File: src/rtl/pipe_ctrl_seq.sv
// Pipeline sequencer for the 5-stage RV32 core: stage write enables, flush/bubble
// control, load-use stall counting and saturating stall/flush performance counters.
module pipe_ctrl_seq #(
  parameter int STALL_CYCLES = 2,
  parameter int FLUSH_CYCLES = 1,
  parameter int CNT_W        = 16
) (
  input  logic             clk,
  input  logic             reset,
  input  logic             hazard,
  input  logic             branch_taken,
  input  logic             mem_busy,
  input  logic             halt,
  input  logic             perf_clear,
  output logic             pc_we,
  output logic             if_id_we,
  output logic             if_id_flush,
  output logic             id_ex_we,
  output logic             id_ex_bubble,
  output logic             ex_mem_we,
  output logic             mem_wb_we,
  output logic [1:0]       stall_counter,
  output logic             halted,
  output logic [CNT_W-1:0] perf_stall_cycles,
  output logic [CNT_W-1:0] perf_flushes
);

  typedef enum logic [1:0] {
    ST_RUN    = 2'd0,
    ST_LSTALL = 2'd1,
    ST_FLUSH  = 2'd2,
    ST_HALTED = 2'd3
  } state_t;

  localparam logic [1:0] STALL_LAST = 2'(STALL_CYCLES - 1);
  localparam logic [1:0] FLUSH_LAST = 2'(FLUSH_CYCLES - 1);
  localparam logic [CNT_W-1:0] CNT_ONE = {{(CNT_W-1){1'b0}}, 1'b1};
  localparam logic [CNT_W-1:0] CNT_MAX = {CNT_W{1'b1}};

  state_t           state_q, state_d;
  logic [1:0]       cnt_q, cnt_d;
  logic [CNT_W-1:0] stall_cnt_q, stall_cnt_d;
  logic [CNT_W-1:0] flush_cnt_q, flush_cnt_d;
  logic             stall_evt;
  logic             flush_evt;

  function automatic logic [CNT_W-1:0] sat_inc(input logic [CNT_W-1:0] v);
    if (v == CNT_MAX) begin
      return v;
    end else begin
      return v + CNT_ONE;
    end
  endfunction

  // Next-state and Mealy output decode; the redirect case is shared by RUN, LSTALL and FLUSH.
  always_comb begin
    state_d       = state_q;
    cnt_d         = cnt_q;
    pc_we         = 1'b0;
    if_id_we      = 1'b0;
    if_id_flush   = 1'b0;
    id_ex_we      = 1'b0;
    id_ex_bubble  = 1'b0;
    ex_mem_we     = 1'b0;
    mem_wb_we     = 1'b0;
    stall_counter = 2'd0;
    halted        = 1'b0;
    stall_evt     = 1'b0;
    flush_evt     = 1'b0;

    if (reset) begin
      state_d = ST_RUN;
      cnt_d   = 2'd0;
    end else if (mem_busy && (state_q != ST_HALTED)) begin
      stall_evt = 1'b1;
      if (state_q == ST_LSTALL) begin
        stall_counter = cnt_q;
      end else begin
        stall_counter = 2'd0;
      end
    end else if ((state_q != ST_HALTED) && branch_taken) begin
      pc_we        = 1'b1;
      if_id_we     = 1'b1;
      if_id_flush  = 1'b1;
      id_ex_we     = 1'b1;
      id_ex_bubble = 1'b1;
      ex_mem_we    = 1'b1;
      mem_wb_we    = 1'b1;
      flush_evt    = 1'b1;
      state_d      = ST_FLUSH;
      cnt_d        = 2'd0;
    end else begin
      case (state_q)
        ST_RUN: begin
          if (halt) begin
            id_ex_we     = 1'b1;
            id_ex_bubble = 1'b1;
            ex_mem_we    = 1'b1;
            mem_wb_we    = 1'b1;
            state_d      = ST_HALTED;
          end else if (hazard) begin
            id_ex_we     = 1'b1;
            id_ex_bubble = 1'b1;
            ex_mem_we    = 1'b1;
            mem_wb_we    = 1'b1;
            stall_evt    = 1'b1;
            if (STALL_CYCLES > 1) begin
              state_d = ST_LSTALL;
              cnt_d   = 2'd1;
            end else begin
              state_d = ST_RUN;
              cnt_d   = 2'd0;
            end
          end else begin
            pc_we     = 1'b1;
            if_id_we  = 1'b1;
            id_ex_we  = 1'b1;
            ex_mem_we = 1'b1;
            mem_wb_we = 1'b1;
          end
        end
        ST_LSTALL: begin
          id_ex_we      = 1'b1;
          id_ex_bubble  = 1'b1;
          ex_mem_we     = 1'b1;
          mem_wb_we     = 1'b1;
          stall_counter = cnt_q;
          stall_evt     = 1'b1;
          if (cnt_q == STALL_LAST) begin
            state_d = ST_RUN;
            cnt_d   = 2'd0;
          end else begin
            cnt_d = cnt_q + 2'd1;
          end
        end
        ST_FLUSH: begin
          // Wrong-path hazard/halt are dropped; only the counter decides the exit.
          pc_we        = 1'b1;
          if_id_we     = 1'b1;
          if_id_flush  = 1'b1;
          id_ex_we     = 1'b1;
          id_ex_bubble = 1'b1;
          ex_mem_we    = 1'b1;
          mem_wb_we    = 1'b1;
          if (cnt_q == FLUSH_LAST) begin
            state_d = ST_RUN;
            cnt_d   = 2'd0;
          end else begin
            cnt_d = cnt_q + 2'd1;
          end
        end
        ST_HALTED: begin
          halted       = 1'b1;
          id_ex_we     = 1'b1;
          id_ex_bubble = 1'b1;
          ex_mem_we    = 1'b1;
          mem_wb_we    = 1'b1;
        end
        default: begin
          state_d = ST_RUN;
          cnt_d   = 2'd0;
        end
      endcase
    end
  end

  // Performance counter next values; clear wins over a same-cycle increment.
  always_comb begin
    stall_cnt_d = stall_cnt_q;
    flush_cnt_d = flush_cnt_q;
    if (reset || perf_clear) begin
      stall_cnt_d = {CNT_W{1'b0}};
      flush_cnt_d = {CNT_W{1'b0}};
    end else begin
      if (stall_evt) begin
        stall_cnt_d = sat_inc(stall_cnt_q);
      end else begin
        stall_cnt_d = stall_cnt_q;
      end
      if (flush_evt) begin
        flush_cnt_d = sat_inc(flush_cnt_q);
      end else begin
        flush_cnt_d = flush_cnt_q;
      end
    end
  end

  // Sequencer state and counter registers.
  always_ff @(posedge clk) begin
    if (reset) begin
      state_q     <= ST_RUN;
      cnt_q       <= 2'd0;
      stall_cnt_q <= {CNT_W{1'b0}};
      flush_cnt_q <= {CNT_W{1'b0}};
    end else begin
      state_q     <= state_d;
      cnt_q       <= cnt_d;
      stall_cnt_q <= stall_cnt_d;
      flush_cnt_q <= flush_cnt_d;
    end
  end

  assign perf_stall_cycles = stall_cnt_q;
  assign perf_flushes      = flush_cnt_q;

endmodule

File: config.mk
export PLATFORM = sky130hd
export DESIGN_NAME = pipe_ctrl_seq
export DESIGN_NICKNAME = d
export VERILOG_FILES = /design/src/rtl/pipe_ctrl_seq.sv
export SDC_FILE = /design/constraint.sdc
export NUM_CORES = 1
export LEC_CHECK = 0
export BUFFER_PORTS_ARGS = -buffer_cell sky130_fd_sc_hd__buf_2
export CAP_MARGIN = 30
export CORE_UTILIZATION = 42
export CTS_CLUSTER_SIZE = 40
export DETAILED_ROUTE_END_ITERATION = 8
export PLACE_DENSITY = 0.75
export RECOVER_POWER = 50
export SLEW_MARGIN = 20
export SYNTH_ARGS = -nofsm -noshare
export SYNTH_HDL_FRONTEND = slang
export SYNTH_SLANG_ARGS = --single-unit
export TNS_END_PERCENT = 5
File: constraint.sdc
create_clock -name clk -period 2.6 [get_ports clk]
set_input_delay 0.39 -clock clk [delete_from_list [all_inputs] [get_ports clk]]
set_output_delay 0.39 -clock clk [all_outputs]
set_load 0.01 [all_outputs]
==> results by stage <==
Clock tree:
- TritonCTS built the clock tree.
- The tree built by TritonCTS fans out to 36 sinks.
- The number of buffers inserted by post-CTS setup repair is 0.
- Once the clock tree was built, the resizer swapped 0 gates to a different size.
- The later pin in the worst-skew pair is clocked with a latency of between 200 and 300 ps.
- The total clock buffers created by CTS is 5.
- In this run, post-CTS hold repair placed 0 buffers.
- Clock-pin slew was measured on the worst setup and hold paths at 70 ps.
- The H-tree level count is 2.
- The tree is rooted in a sky130_fd_sc_hd__clkbuf_8.
- The largest buffer count on any clock path is 2.

Yosys:
- In this run the cell area of the synthesized design comes to about 0.0023 mm^2.
- The number of synthesized flops with an enable pin is 0.
- The number of distinct library cell variants in the gate-level netlist after synthesis is 50.
- Synthesis produced a netlist with a net count of 290.
- The most instantiated flip-flop cell in the synthesis netlist is sky130_fd_sc_hd__dfxtp_1.
- Counting flops and latches in the post-synthesis netlist gives 36.
- The per-instance average area after synthesis is between 8 and 9 um^2.
- Sequential cells were found to cover between 30% and 40% of the synthesized design area.
- For this run, the number of Yosys warnings is 0.
- Of all flip-flops after synthesis, the portion carrying an async set or reset was 0%.
- Counting every instance in the synthesized netlist gives 271.

Setup path:
- In this run the critical register-to-register path is captured at perf_stall_cycles[14].
- The critical path endpoint category is a register.
- The maximum single-stage delay on the critical path is between 600 and 700 ps.
- The launching element type of the critical path is a register.
- The number of buffers and inverters on the critical path is 0.
- The startpoint identified for the worst register-to-register timing path is state_q[0].
- Of all nets on the critical path, the largest fanout is 23.
- The signal on the critical path passes through ha_1 > nor3b_1 > a311o_1 > o311ai_0 > o41ai_1.
- The most critical setup path has its endpoint at perf_stall_cycles[14].
- The arrival time of the worst setup path is 2460 ps.
- The worst setup path startpoint is state_q[0].
- At the worst endpoint, the required time is 2770 ps.
- The kind of cell with the highest combined delay along the critical path is compound AO/OA/AOI/OAI gates.
- The number of cells on the critical path is 5.
- The number of cells on the worst reg-to-reg path is 5.
- On the critical path, the stage with the largest delay is an instance of sky130_fd_sc_hd__a311o_1.
- Setup slack on the worst reg-to-reg path comes out at just over 300 ps.
- The critical path in this run is classified as reg2reg.

Cells and area:
- 0 antenna diodes ended up in the layout.
- Fill cells in the final layout number around 540.
- The share of final-layout standard cells stronger than drive strength 1 is 9.94%.
- The finished layout holds 382 standard cells, fillers aside.
- The relative area change from synthesis to final layout is 13.7%.
- After the last flow step, the layout net total stands at 330.
- The final core utilization is approximately half.

STA:
- Setup repair after global routing left no endpoint under its margin.
- The number of endpoints with negative hold slack in the final report came to 0.
- The maximum clock frequency is 436 MHz.
- Adding up every negative setup slack in the final design gives 0 ps.
- Subtracting the final worst setup slack from the clock period gives 2290 ps.
- The worst pin sits at a relative slew slack of 49.3%.
- Across the routed clock network, the largest skew measured is ~8.8 ps.
- At the pin with the least slew margin, the transition time is between 700 and 800 ps.
- The post-route clock period utilization is 88.1%.
- The number of failing setup endpoints in the final timing report is 0.
- The worst-case setup margin in the final layout is between 300 and 400 ps.
- The max-slew violation total from the final report was 0.

Die:
- For this configuration, the core starts out at a cell density of approximately 44%.
- The number of top-level design ports is 49.
- From left edge to right edge, the die measures ~75 um.
- The die covers roughly 0.0057 mm^2.
- The core region is between 0.005 and 0.006 mm^2.
- The floorplan step set the die height to roughly 75 um.
- The placement row count is 26.

Min path:
- The worst hold path begins at perf_flushes[8].
- The min-delay analysis places its worst path in the category reg2reg.

Detailed routing:
- Dividing the detail-routed wire length by the instance count gives between 10 and 15 um.
- The per-cell via count in the routed design is 5.75.
- The total wirelength of the detailed-routed design is ~5000 um.
- The final route contains between 2k and 2.5k vias.
- The number of iterations in the first detailed-routing pass is 5.
- The detail route stage leaves a number of antenna-violating nets equal to 0.
- The first-iteration detailed-routing DRC count is ~160.
- For this run, design rule violations remaining after detail routing come to 0.

Place:
- The half-perimeter wire length of the detailed placement result is ~3800 um.
- The final weighted congestion in routability-driven placement is 0.912.
- In this run the tool buffered the top-level ports with between 40 and 50 buffer cells.
- Counting tap cells, the placed design contains a total of about 370 instances.
- Before CTS, the worst setup slack after placement is 378 ps.

Global routing:
- Entering global routing, the biggest net connects 24 pins.
- The total overflow reported by the global router is 0.
- The all-layer global routing usage is between 10% and 20%.
- The first global-routing pass estimated just over 8000 um of wire.
- The number of global-route vias before repair is between 1.5k and 2k.
- The number of antenna violations at the first check in global routing is 0.

Pwr:
- The worst-case vdd ir drop is around 190 uV.
- The areal power density over the cells is approximately 430 mW/mm^2.
- In this run the static leakage power is about 0.84 nW.
- Power comes to 1.09 mW.

Run:
- The number of max-cap violations is 0.

Outcome:
- The flow ran to the end, and the final reports show no timing, DRC or antenna violations.
[placed cells by master, fill, tap and decap left out, types with 2 or more instances in the layout]
cell / count
sky130_fd_sc_hd__nor4b_1: 2
sky130_fd_sc_hd__o41ai_1: 3
sky130_fd_sc_hd__and2_1: 5
sky130_fd_sc_hd__o21ai_0: 6
sky130_fd_sc_hd__clkbuf_1: 35
sky130_fd_sc_hd__nor2_1: 7
sky130_fd_sc_hd__a2111o_1: 2
sky130_fd_sc_hd__buf_2: 15
sky130_fd_sc_hd__o21a_1: 3
sky130_fd_sc_hd__a31oi_1: 4
sky130_fd_sc_hd__or3_1: 12
sky130_fd_sc_hd__nand4_1: 9
sky130_fd_sc_hd__dfxtp_1: 36
sky130_fd_sc_hd__and4_1: 3
sky130_fd_sc_hd__mux2i_1: 12
sky130_fd_sc_hd__a211oi_1: 2
sky130_fd_sc_hd__a21oi_1: 19
sky130_fd_sc_hd__nand3b_1: 2
sky130_fd_sc_hd__or2_2: 2
sky130_fd_sc_hd__nand2b_1: 5
sky130_fd_sc_hd__inv_1: 12
sky130_fd_sc_hd__or4_1: 14
sky130_fd_sc_hd__nand3_1: 12
sky130_fd_sc_hd__buf_4: 3
sky130_fd_sc_hd__nand2_1: 27
sky130_fd_sc_hd__nor3_1: 4
sky130_fd_sc_hd__or3b_2: 2
sky130_fd_sc_hd__and3_1: 2
sky130_fd_sc_hd__ha_1: 12
sky130_fd_sc_hd__o31a_1: 2
sky130_fd_sc_hd__nor4_1: 7
sky130_fd_sc_hd__clkbuf_8: 6
sky130_fd_sc_hd__o31ai_1: 8
sky130_fd_sc_hd__o311ai_0: 2
[worst min path at each step]
stage	slack [ps]	end	cells past startpoint
5_1_grt	520	perf_flushes[5]	2
6_report	500	perf_flushes[8]	2
3_3_place_gp	470	perf_flushes[8]	2
2_1_floorplan	500	perf_flushes[5]	2
3_5_place_dp	480	perf_stall_cycles[13]	2
4_1_cts	490	perf_stall_cycles[13]	2
[sequential cells by signal (all words and copies together), names as in the netlist]
register	flops
state_q	2
perf_flushes	16
cnt_q	2
perf_stall_cycles	16
[per-stage QoR]
step                      instance area (um^2)  hold slack (ps)
final                                     2560              497
after global routing                      2560              519
after CTS                                 2600              495
after detailed placement                  2510              485
after global placement                    2510              474
after floorplan                           2250              495
[layout make-up]
cell class	instances	area (um^2)	area share [%]
repair buffers	51	221	8.64
well taps	70	87.6	3.42
clock buffers	8	90.1	3.52
multi-input cells	205	1400	54.5
flip-flops and latches	36	721	28.1
inverters	12	45.0	1.76
[worst register-to-register path, delay by kind of cell (launching register included)]
kind | cells | cell delay, ps
adders and majority gates | 1 | 290
AOI/OAI and AO/OA | 3 | 1060
DFF | 1 | 360
and+or+nand+nor | 1 | 480
[Yosys cell counts (all sizes together) (3+ instances only)]
library cell / count / area, um^2
inv: 12 / 45.0
and4: 3 / 26.3
nand2b: 5 / 31.3
buf: 9 / 57.6
o41ai: 3 / 26.3
or4: 14 / 105
a21oi: 19 / 95.1
nor3: 4 / 20.0
nand3: 12 / 60.1
nor2: 7 / 26.3
nor4: 8 / 56.3
mux2i: 12 / 120
clkbuf: 9 / 33.8
o21ai: 6 / 30.0
nand2: 27 / 101
or3: 12 / 75.1
and2: 5 / 31.3
nor4b: 3 / 41.3
ha: 12 / 150
o21a: 3 / 22.5
nand4: 9 / 56.3
a31oi: 4 / 25.0
dfxtp: 36 / 721
o31ai: 8 / 60.1
[kinds of logic after synthesis]
| group | Yosys count | synth area share, % |
|---|---|---|
| flops | 36 | 32.0 |
| fa+ha+maj | 12 | 6.66 |
| compound gates | 61 | 18.5 |
| buf+inv | 30 | 6.05 |
| mux | 12 | 5.33 |
| simple gates | 120 | 31.5 |
[per-layer routing]
layer	wire length (um)	vias up	GRT usage [%]
met5	0	-	0
met2	2400	63	29.4
li1	-	1107	-
met1	2460	1022	25.1
met4	48	0	4.94
met3	244	5	4.55
[power breakdown]
group,switching (mW),internal [mW]
Combinational,0.0784,0.0439
Sequential,0.00632,0.557
Clock,0.188,0.216
Note: power is estimated with default switching activity, not from simulation.
